## src/rtl/expr_emitter.sv

```systemverilog
// Serializes a latched operand/operator set into an ASCII "d(op d)*" stream over valid/ready.
// Optional load validation is enabled by defining EXPR_EMITTER_CHECK_EN.
module expr_emitter #(
    parameter int MAX_TERMS = 8
) (
    input  logic                   clk,
    input  logic                   clr_n,
    input  logic                   start,
    input  logic [3:0]             n_terms,
    input  logic [4*MAX_TERMS-1:0] digits,
    input  logic [MAX_TERMS-2:0]   ops,
    output logic                   out_valid,
    output logic [7:0]             out_data,
    input  logic                   out_ready,
    output logic                   out_last,
    output logic                   busy,
    output logic                   done,
    output logic                   err,
    output logic [1:0]             dbg_state
);

    localparam logic [3:0] MAX_N = 4'(MAX_TERMS);

    typedef enum logic [1:0] {
        S_IDLE  = 2'd0,
        S_DIGIT = 2'd1,
        S_OP    = 2'd2
    } state_t;

    state_t      state_q, state_d;
    logic [3:0]  k_q, k_d;
    logic [3:0]  n_q, n_d;
    logic [3:0]  dig_q [16];
    logic [3:0]  dig_d [16];
    logic [3:0]  in_dig [16];
    logic [15:0] ops_q, ops_d, in_ops;
    logic [3:0]  n_eff;
    logic        bad, xfer, fin, rej;

    logic        ov_d, ol_d, busy_d;
    logic [7:0]  od_d;

    // Terms and operators are padded to 16 entries so the 4-bit index always fits.
    for (genvar g = 0; g < 16; g++) begin : g_in
        if (g < MAX_TERMS) begin : g_dig
            assign in_dig[g] = digits[4*g +: 4];
        end else begin : g_dig_pad
            assign in_dig[g] = 4'd0;
        end
        if (g < MAX_TERMS - 1) begin : g_op
            assign in_ops[g] = ops[g];
        end else begin : g_op_pad
            assign in_ops[g] = 1'b0;
        end
    end

`ifdef EXPR_EMITTER_CHECK_EN
    always_comb begin
        bad = (n_terms == 4'd0) || (n_terms > MAX_N);
        for (int i = 0; i < 16; i++) begin
            if (4'(i) < n_terms && in_dig[i] > 4'd9) bad = 1'b1;
        end
        n_eff = n_terms;
    end
`else
    always_comb begin
        bad = 1'b0;
        if (n_terms == 4'd0)       n_eff = 4'd1;
        else if (n_terms > MAX_N)  n_eff = MAX_N;
        else                       n_eff = n_terms;
    end
`endif

    // A character moves when out_valid && out_ready at a rising edge; while
    // out_valid is high without ready, out_data/out_last hold and valid stays up.
    assign xfer = out_valid & out_ready;

    always_ff @(posedge clk) begin
        if (!clr_n) begin
            state_q <= S_IDLE;
            k_q     <= 4'd0;
        end else begin
            state_q <= state_d;
            k_q     <= k_d;
        end
    end

    always_ff @(posedge clk) begin
        n_q   <= n_d;
        ops_q <= ops_d;
        dig_q <= dig_d;
    end

    always_comb begin
        state_d = state_q;
        k_d     = k_q;
        n_d     = n_q;
        ops_d   = ops_q;
        dig_d   = dig_q;
        fin     = 1'b0;
        rej     = 1'b0;
        case (state_q)
            S_IDLE: begin
                if (start && bad) begin
                    rej = 1'b1;
                end else if (start) begin
                    n_d     = n_eff;
                    ops_d   = in_ops;
                    dig_d   = in_dig;
                    k_d     = 4'd0;
                    state_d = S_DIGIT;
                end
            end
            S_DIGIT: begin
                if (xfer) begin
                    if (k_q == n_q - 4'd1) begin
                        state_d = S_IDLE;
                        fin     = 1'b1;
                    end else begin
                        state_d = S_OP;
                    end
                end
            end
            S_OP: begin
                if (xfer) begin
                    k_d     = k_q + 4'd1;
                    state_d = S_DIGIT;
                end
            end
            default: state_d = S_IDLE;
        endcase
    end

    // Outputs are computed from the next state so they are registered yet cycle-aligned.
    always_comb begin
        ov_d   = (state_d != S_IDLE);
        busy_d = (state_d != S_IDLE);
        ol_d   = (state_d == S_DIGIT) && (k_d == n_d - 4'd1);
        case (state_d)
            S_DIGIT: od_d = 8'h30 + {4'h0, dig_d[k_d]};
            S_OP:    od_d = ops_d[k_d] ? 8'h2A : 8'h2B;
            default: od_d = 8'h00;
        endcase
    end

    always_ff @(posedge clk) begin
        if (!clr_n) begin
            out_valid <= 1'b0;
            out_data  <= 8'h00;
            out_last  <= 1'b0;
            busy      <= 1'b0;
            done      <= 1'b0;
            err       <= 1'b0;
        end else begin
            out_valid <= ov_d;
            out_data  <= od_d;
            out_last  <= ol_d;
            busy      <= busy_d;
            done      <= fin;
            err       <= rej;
        end
    end

    assign dbg_state = state_q;

endmodule

```

## config.mk

```make
export PLATFORM = sky130hd
export DESIGN_NAME = expr_emitter
export DESIGN_NICKNAME = d
export VERILOG_FILES = /design/src/rtl/expr_emitter.sv
export SDC_FILE = /design/constraint.sdc
export NUM_CORES = 1
export LEC_CHECK = 0
export ABC_AREA = 1
export CELL_PAD_IN_SITES_DETAIL_PLACEMENT = 0
export CELL_PAD_IN_SITES_GLOBAL_PLACEMENT = 1
export CORE_MARGIN = 5
export CORE_UTILIZATION = 35
export DETAILED_ROUTE_END_ITERATION = 10
export GPL_ROUTABILITY_DRIVEN = 1
export PLACE_DENSITY = 0.75
export SETUP_SLACK_MARGIN = 0.2
export SLEW_MARGIN = 30
export SYNTH_ARGS = -nofsm -noshare
export SYNTH_HDL_FRONTEND = slang
export SYNTH_SLANG_ARGS = --single-unit
```

## constraint.sdc

```tcl
create_clock -name clk -period 1.9 [get_ports clk]
set_input_delay 0.38 -clock clk [delete_from_list [all_inputs] [get_ports clk]]
set_output_delay 0.38 -clock clk [all_outputs]
set_load 0.02 [all_outputs]
```

### Word level (Yosys, flattened, before mapping)

Cells that the tools add are included.

* output and inout port bits: 15
* flip-flop bits (word level): 101
* input bits: 47

* equal/unequal tests: 6
* muxes and demuxes: 24
* order comparisons: 3
* bitwise gates (word level): 2
* reductions and logical operators: 5
* $add $sub $neg: 4

Operators with widths (count)
* $mux W64: 2
* $mux W16: 2
* $mux W4: 8
* $bmux W4 S4: 1
* $pmux W7 S2: 1
* $eq A4 B4 Y1: 2
* $mux W2: 4
* $pmux W4 S2: 1
* $sub A4 B1 Y4 const B: 2
* $add A6 B4 Y7 const A: 1
* $pmux W2 S3: 1
* $ge A5 B5 Y1 const B: 1
* $lt A4 B5 Y1 const B: 1
* $not A4 Y5: 1
* $add A4 B1 Y4 const B: 1
* $bmux W1 S4: 1
* $eq A2 B1 Y1 const B: 2
* $eq A2 B2 Y1 const B: 2
* $gt A4 B4 Y1 const B: 1
* $logic_not A4 Y1: 1
* $mux W1: 3
* $reduce_and A3 Y1: 1
* $logic_not A2 Y1: 1
* $reduce_bool A2 Y1: 1
* 2 further kinds: 2

### Depth between registers and ports, before layout

Gate-level depths: netlist of run 1.

* depth in word-level cells: 9
* mapped depth: 14

### Least setup slack after synthesis of run 1

Ideal clock, no wire load.

* path type: reg-to-reg
* from: register state_q[0], in the netlist dbg_state[0]
* to: register out_last
* cell stages (with the launch flop): 12
* slack: 44 ps
* buffers on the path: 1
* clock period less this slack: 1856 ps
* arrival time: 1793 ps
* cell sequence: dfxtp_1 nor2_4 nand2_4 inv_4 buf_6 o22ai_2 inv_1 ha_1 xnor2_1 xor2_1 nand3_1 nor2_1

* longest elaborated chain between the ends: 5
* elaborated cells on any way between the ends: 13
* classes of those cells: add/sub (1); eq/ne (4); mux (6); reduce/logical (2)

RTL lines
* from (decl): RTL line 30 `state_t state_q, state_d;`
* from (signal assigned): RTL line 83 `state_q <= state_d;`
* $logic_not A2 Y1: RTL line 102 `case (state_q)`
* $mux W4: RTL line 102
* net n_d[1]: RTL line 32 `logic [3:0] n_q, n_d;`
* $sub A4 B1 Y4: RTL line 138 `ol_d = (state_d == S_DIGIT) && (k_d == n_d - 4'd1);`
* $eq A4 B4 Y1: RTL line 138
* $logic_and A1 B1 Y1: RTL line 138
* to (signal assigned): RTL line 157 `out_last <= ol_d;`
* to (decl): RTL line 15 `output logic out_last,`

The timed path passes the listed nets, and every way through them passes these cells.
A chain may end at the register's enable or synchronous reset.

### Final worst setup path of run 1

* from: register n_q[0]
* to: register out_data[1]

* longest elaborated chain between the ends: 7
* elaborated cells on any way between the ends: 8
* classes of those cells: add/sub (1); eq/ne (3); mux (4)

RTL lines
* from (decl): RTL line 32
* from (signal assigned): RTL line 89 `n_q <= n_d;`
* $sub A4 B1 Y4 *: RTL line 116 `if (k_q == n_q - 4'd1) begin`
* $eq A4 B4 Y1 *: RTL line 116
* $mux W2 *: RTL line 116
* $mux W2 *: RTL line 115 `if (xfer) begin`
* $pmux W2 S3 *: RTL line 102
* net state_d[1]: RTL line 30
* $eq A2 B2 Y1 or $eq A2 B1 Y1 (tied branches): RTL line 139 `case (state_d)`
* $pmux W7 S2 *: RTL line 139
* to (signal assigned): RTL line 149 `out_data <= 8'h00;`
* to (signal assigned): RTL line 156 `out_data <= od_d;`
* to (decl): RTL line 13 `output logic [7:0] out_data,`

The timed path passes the listed nets; every way through them passes the cells marked *.

==> results of run 1 <==
==> critical path: stages, from the launching register on <==
cell,delay (ps)
dfxtp_2,350
inv_4,40
ha_4,230
xor2_1,130
nand4_1,90
nand3_1,90
nand2_2,100
inv_2,50
ha_1,320
nand2_2,120
inv_2,70
nand2_2,60
nand2_1,70
==> registers in the layout, summed over array words and instances (netlist names) <==
name and count:
busy 1, dbg_state 2, dig_q 64, done 1
k_q 4, n_q 4, ops_q 16, out_data 6
out_last 1
==> cell type report <==
class,instances,area (µm²),area share [%]
Multi-Input combinational cell,371,1930,31.3
Inverter,92,358,5.82
Sequential cell,99,1990,32.3
Timing Repair Buffer,135,1340,21.8
Clock inverter,7,100,1.63
Tap cell,168,210,3.42
Clock buffer,9,225,3.66
==> power by group <==
group / internal [mW] / switching (mW) / total [mW]
clock network: 1.16 / 0.823 / 1.98
registers: 2.25 / 0.0567 / 2.31
logic: 0.451 / 0.479 / 0.930
total: 3.86 / 1.36 / 5.22
==> cells by family (layout without fill, tap and decap cells) <==
| kind of cell | Yosys count | count (layout) | share of synthesized area (%) |
|---|---|---|---|
| AND/OR/NAND/NOR | 297 | 297 | 29.9 |
| buffers and inverters | 123 | 243 | 13.3 |
| flip-flops | 99 | 99 | 45.7 |
| AO/OA/AOI/OAI | 54 | 54 | 7.15 |
| XOR/XNOR | 11 | 11 | 2.22 |
| adder cells (fa/ha/maj) | 6 | 6 | 1.73 |
| other | 1 | 3 | 0.0864 |
==> synth_stat cells, drive strengths merged, types with 2 or more instances <==
master,number,share of area [%]
ha,6,1.7
or2,3,0.43
xor2,7,1.4
inv,91,8.0
o22ai,4,1.0
buf,31,5.2
nand2,157,14
o211ai,4,0.69
nand3,81,9.5
xnor2,4,0.81
o21ai,33,3.9
nor3,2,0.23
a21oi,12,1.4
dfxtp,99,46
nor2,52,5.4
==> how the worst max path moves through the flow <==
stage	end	slack, ps
floorplan	out_last	180
global placement	out_last	-400
detailed placement	out_last	-430
CTS	out_last	60
global route	out_data[2]	-60
finish	out_data[1]	60
==> metal layers <==
metal | routed length [µm] | share of wire (%)
met5 | 0 | 0
met4 | 217 | 2.0
met3 | 474 | 4.3
met2 | 5240 | 48
met1 | 5050 | 46
==> per-stage QoR <==
stage               area [µm²]  power [mW]  cells
finish                    6150        5.22    881
global placement          5450        3.19    842
global route              6150        5.47    881
floorplan                 4370        2.88    593
CTS                       6030        5.26    874
detailed placement        5450        3.21    842
==> repair_timing <==
| item | CTS | global route |
|---|---|---|
| buffers inserted | 15 | 6 |
| gates resized for setup | 39 | 19 |
| pin swaps | 15 | 16 |
| setup endpoints to repair | 12 | 11 |
| cloned | 1 | 1 |
==> results.sh, run 1 <==
export IMPL_via_count=3881
export IMPL_rsz0062_at_grt="yes"
export IMPL_use_met1_pct=19.6
export IMPL_crit_path_max_fanout=3
export IMPL_p_per_area_mw_per_mm2=848
export IMPL_fp_row_count=40
export IMPL_die_y_um=121
export IMPL_n_antenna_cell=0
export IMPL_reg2reg_depth=12
export IMPL_use_met2_pct=25.6
export IMPL_grt_usage_pct=15.6
export IMPL_fillCellCount=1199
export IMPL_ir_drop_mv=0.573
export IMPL_drive_gt1_share_pct=21.2
export IMPL_core_mm2=0.0121
export IMPL_pre_cts_slack_ps=-432
export IMPL_gp_congestion=0.810
export IMPL_ys_ff_latch=99
export IMPL_clk_path_buf_depth=2
export IMPL_grt_overflow=0
export IMPL_crit_start="n_q[0]"
export IMPL_htree_levels=3
export IMPL_clockRootBuffer="clkbuf_16"
export IMPL_initial_utilization_pct=36.0
export IMPL_holdPathEnd="dig_q[11]"
export IMPL_crit_required_ps=2130
export IMPL_drt_pass1_iterations=4
export IMPL_yosysSeqAreaShare_pct=45.7
export IMPL_min_period_over_period_pct=96.7
export IMPL_setup_ws_ps=62.0
export IMPL_first_iter_violations=217
export IMPL_r2r_end="out_data[1]"
export IMPL_drt_wl_total_um=11000
export IMPL_grt_first_pass_wirelength_um=18300
export IMPL_yosysWarningCount=0
export IMPL_syn_to_final_growth_pct=41.7
export IMPL_start_kind="flop"
export IMPL_fin_crit_ps=1840
export IMPL_place_hpwl_um=7740
export IMPL_synth_cells=591
export IMPL_endpoint_kind="flop"
export IMPL_grt_busiest_layer="met2"
export IMPL_syn_area_per_cell_um2=7.34
export IMPL_drv_slew=0
export IMPL_grt_max_degree=31
export IMPL_synth_ff_type="dfxtp_1"
export IMPL_wl_per_cell_um=12.5
export IMPL_port_buffers=58
export IMPL_pin_count=62
export IMPL_setup_tns_final_ps=0
export IMPL_ff2ff_setup_slack_ps=60
export IMPL_finalCoreUtilization_pct=51.0
export IMPL_antenna_found_initial=0
export IMPL_ys_async_sr_fraction_pct=0
export IMPL_drcViolationCount=0
export IMPL_cts_tree="built"
export IMPL_whs_path_depth=2
export IMPL_final_common_cell="nand2_1"
export IMPL_synth_cell_type_count=34
export IMPL_vias_per_cell=4.41
export IMPL_clock_latency_ps=350
export IMPL_grt_pass1_vias=3902
export IMPL_drv_cap=0
export IMPL_numCtsBuffers=9
export IMPL_min_from="dig_q[11]"
export IMPL_antenna_left=0
export IMPL_die_w_um=121
export IMPL_hold_violations=0
export IMPL_status="finished clean"
export IMPL_nets=761
export IMPL_whs_ps=424
export IMPL_synth_edf_count=0
export IMPL_clkTransAtPathRegs_ps=70
export IMPL_p_leak_nw=2.91
export IMPL_dieArea_mm2=0.0147
export IMPL_worst_ep_arrival_time_ps=2070
export IMPL_use_met3_pct=4.34
export IMPL_syn_area_mm2=0.00434
export IMPL_ctsHoldBuffers=0
export IMPL_hold_path_class="flop to flop"
export IMPL_clock_sinks=99
export IMPL_skew_ps=7.34
export IMPL_clock_fmax_mhz=544
export IMPL_setup_viol=0
export IMPL_worstSetupPathType="flop to flop"
export IMPL_worstReg2RegStart="n_q[0]"
export IMPL_final_cell_mix="nand2_1, dfxtp_1, inv_1"
Note: power is estimated with default switching activity, not from simulation.
==> run 2, diff against run 1 <==
--- a/config.mk
+++ b/config.mk
@@ -8,11 +8,13 @@
 export ABC_AREA = 1
 export CELL_PAD_IN_SITES_DETAIL_PLACEMENT = 0
 export CELL_PAD_IN_SITES_GLOBAL_PLACEMENT = 1
-export CORE_MARGIN = 5
+export CORE_MARGIN = 2
 export CORE_UTILIZATION = 35
+export CTS_CLUSTER_SIZE = 12
 export DETAILED_ROUTE_END_ITERATION = 10
 export GPL_ROUTABILITY_DRIVEN = 1
 export PLACE_DENSITY = 0.75
+export REMOVE_ABC_BUFFERS = 1
 export SETUP_SLACK_MARGIN = 0.2
 export SLEW_MARGIN = 30
 export SYNTH_ARGS = -nofsm -noshare
==> results.sh, run 2 (same netlist as run 1, synthesis figures left out) <==
export IMPL_status="finished clean"
export IMPL_min_period_over_period_pct=97.2
export IMPL_numCtsBuffers=9
export IMPL_dieArea_mm2=0.0133
export IMPL_crit_path_max_fanout=3
export IMPL_final_common_cell="nand2_1"
export IMPL_largest_register_ffs=64
export IMPL_clkPwrFrac_pct=35.2
export IMPL_reg_top3="dig_q: 64 flops, ops_q: 16 flops, out_data: 6 flops"
export IMPL_hold_path_class="flop to flop"
export IMPL_port_buffers=58
export IMPL_fillCellCount=1171
export IMPL_drive_gt1_share_pct=20.5
export IMPL_first_iter_violations=152
export IMPL_worstSetupPathType="flop to flop"
export IMPL_nets=754
export IMPL_ir_drop_mv=0.391
export IMPL_switching_power_mw=1.38
export IMPL_pre_cts_slack_ps=-552
export IMPL_via_count=3859
export IMPL_ff2ff_setup_slack_ps=50
export IMPL_place_hpwl_um=7230
export IMPL_drv_slew=0
export IMPL_syn_to_final_growth_pct=38.5
export IMPL_cts_tree="built"
export IMPL_seq_power_share_pct=46.0
export IMPL_die_w_um=115
export IMPL_fin_crit_ps=1850
export IMPL_p_sw_share_pct=27.7
export IMPL_drcViolationCount=0
export IMPL_drv_cap=0
export IMPL_antenna_left=0
export IMPL_clkTransAtPathRegs_ps=70
export IMPL_pin_count=62
export IMPL_clock_latency_ps=350
export IMPL_p_leak_nw=2.80
export IMPL_holdPathEnd="dig_q[19]"
export IMPL_skew_ps=3.91
export IMPL_reg2reg_depth=13
export IMPL_hold_violations=0
export IMPL_initial_utilization_pct=36.0
export IMPL_vias_per_cell=4.42
export IMPL_r2r_end="out_data[2]"
export IMPL_intPower_mw=3.62
export IMPL_grt_pass1_vias=3729
export IMPL_start_kind="flop"
export IMPL_grt_first_pass_wirelength_um=17400
export IMPL_rsz0062_at_grt="yes"
export IMPL_die_y_um=115
export IMPL_drt_wl_total_um=10500
export IMPL_min_from="dig_q[19]"
export IMPL_antenna_found_initial=0
export IMPL_wl_per_cell_um=12.1
export IMPL_worstReg2RegStart="n_q[0]"
export IMPL_n_antenna_cell=0
export IMPL_crit_required_ps=2190
export IMPL_core_mm2=0.0121
export IMPL_combPwrFrac_pct=18.8
export IMPL_clock_sinks=99
export IMPL_endpoint_kind="flop"
export IMPL_clk_path_buf_depth=2
export IMPL_clockRootBuffer="clkbuf_16"
export IMPL_grt_max_degree=26
export IMPL_drt_pass1_iterations=4
export IMPL_htree_levels=3
export IMPL_regMostFlops="dig_q"
export IMPL_setup_viol=0
export IMPL_p_total_mw=5.00
export IMPL_grt_usage_pct=16.6
export IMPL_clock_fmax_mhz=541
export IMPL_fp_row_count=40
export IMPL_grt_overflow=0
export IMPL_setup_ws_ps=52.5
export IMPL_p_per_area_mw_per_mm2=832
export IMPL_worst_ep_arrival_time_ps=2140
export IMPL_whs_path_depth=2
export IMPL_gp_congestion=0.860
export IMPL_final_cell_mix="nand2_1, dfxtp_1, nand3_1"
run 2: final cells by class:
type,count,area [µm²],share of cell area (%)
Clock inverter,7,58.8,0.978
Sequential cell,99,1990,33.1
Clock buffer,9,225,3.75
Tap cell,168,210,3.50
Timing Repair Buffer,128,1250,20.7
Inverter,92,358,5.95
Multi-Input combinational cell,371,1920,32.0
run 2: through the flow:
step / util (%) / std cells / TNS (ps) / cell area, µm² / hold WS [ps]
floorplan: - / 562 / -2690 / 4120 / 402
global route: 49.8 / 874 / -319 / 6010 / 433
CTS: 49.1 / 873 / 0 / 5920 / 422
finish: 49.8 / 874 / 0 / 6010 / 423
detailed placement: 44.9 / 844 / -3180 / 5420 / 412
global placement: 44.9 / 844 / -2660 / 5420 / 411
run 2: critical path, stage by stage (launching register included):
cell and delay [ps]:
dfxtp_2 330, inv_2 50, ha_4 250, xor2_1 150, nand4_1 150, nand3_1 110
nand2_2 60, inv_2 80, buf_6 110, ha_4 150, inv_2 50, nor2_4 130
nand2_1 70, nor2_1 100
run 2: worst max path at each step:
stage / depth (start not counted) / endpoint / startpoint / slack, ps
after floorplan: 11 / out_last / dbg_state[0] / -630
after global placement: 10 / out_data[2] / start / -460
after detailed placement: 10 / out_data[1] / start / -550
after CTS: 12 / done / n_q[0] / 20
after global routing: 13 / out_data[2] / n_q[0] / -80
final: 13 / out_data[2] / n_q[0] / 50
run 2: power by group through the flow:
stage / Clock (mW) / Sequential, mW / Combinational (mW)
finish: 1.76 / 2.30 / 0.939
global route: 1.89 / 2.32 / 1.05
CTS: 1.81 / 2.30 / 0.923
global placement: 0 / 2.34 / 0.848
floorplan: 0 / 2.36 / 0.450
detailed placement: 0 / 2.35 / 0.861
run 2: repair_timing:
action / CTS / global route
hold buffers: 0 / 0
hold endpoints to repair: 0 / 0
buffers inserted: 13 / 1
resized for setup: 42 / 28
endpoints found under the setup margin: 11 / 12
pin swaps: 13 / 10
run 2: layer usage:
layer	vias up	track usage (%)	part of all wire (%)
met5	-	0	0
met4	0	7.63	1.8
met3	15	3.48	3.9
met2	65	26.5	46
met1	1739	21.6	48
li1	2040	-	-
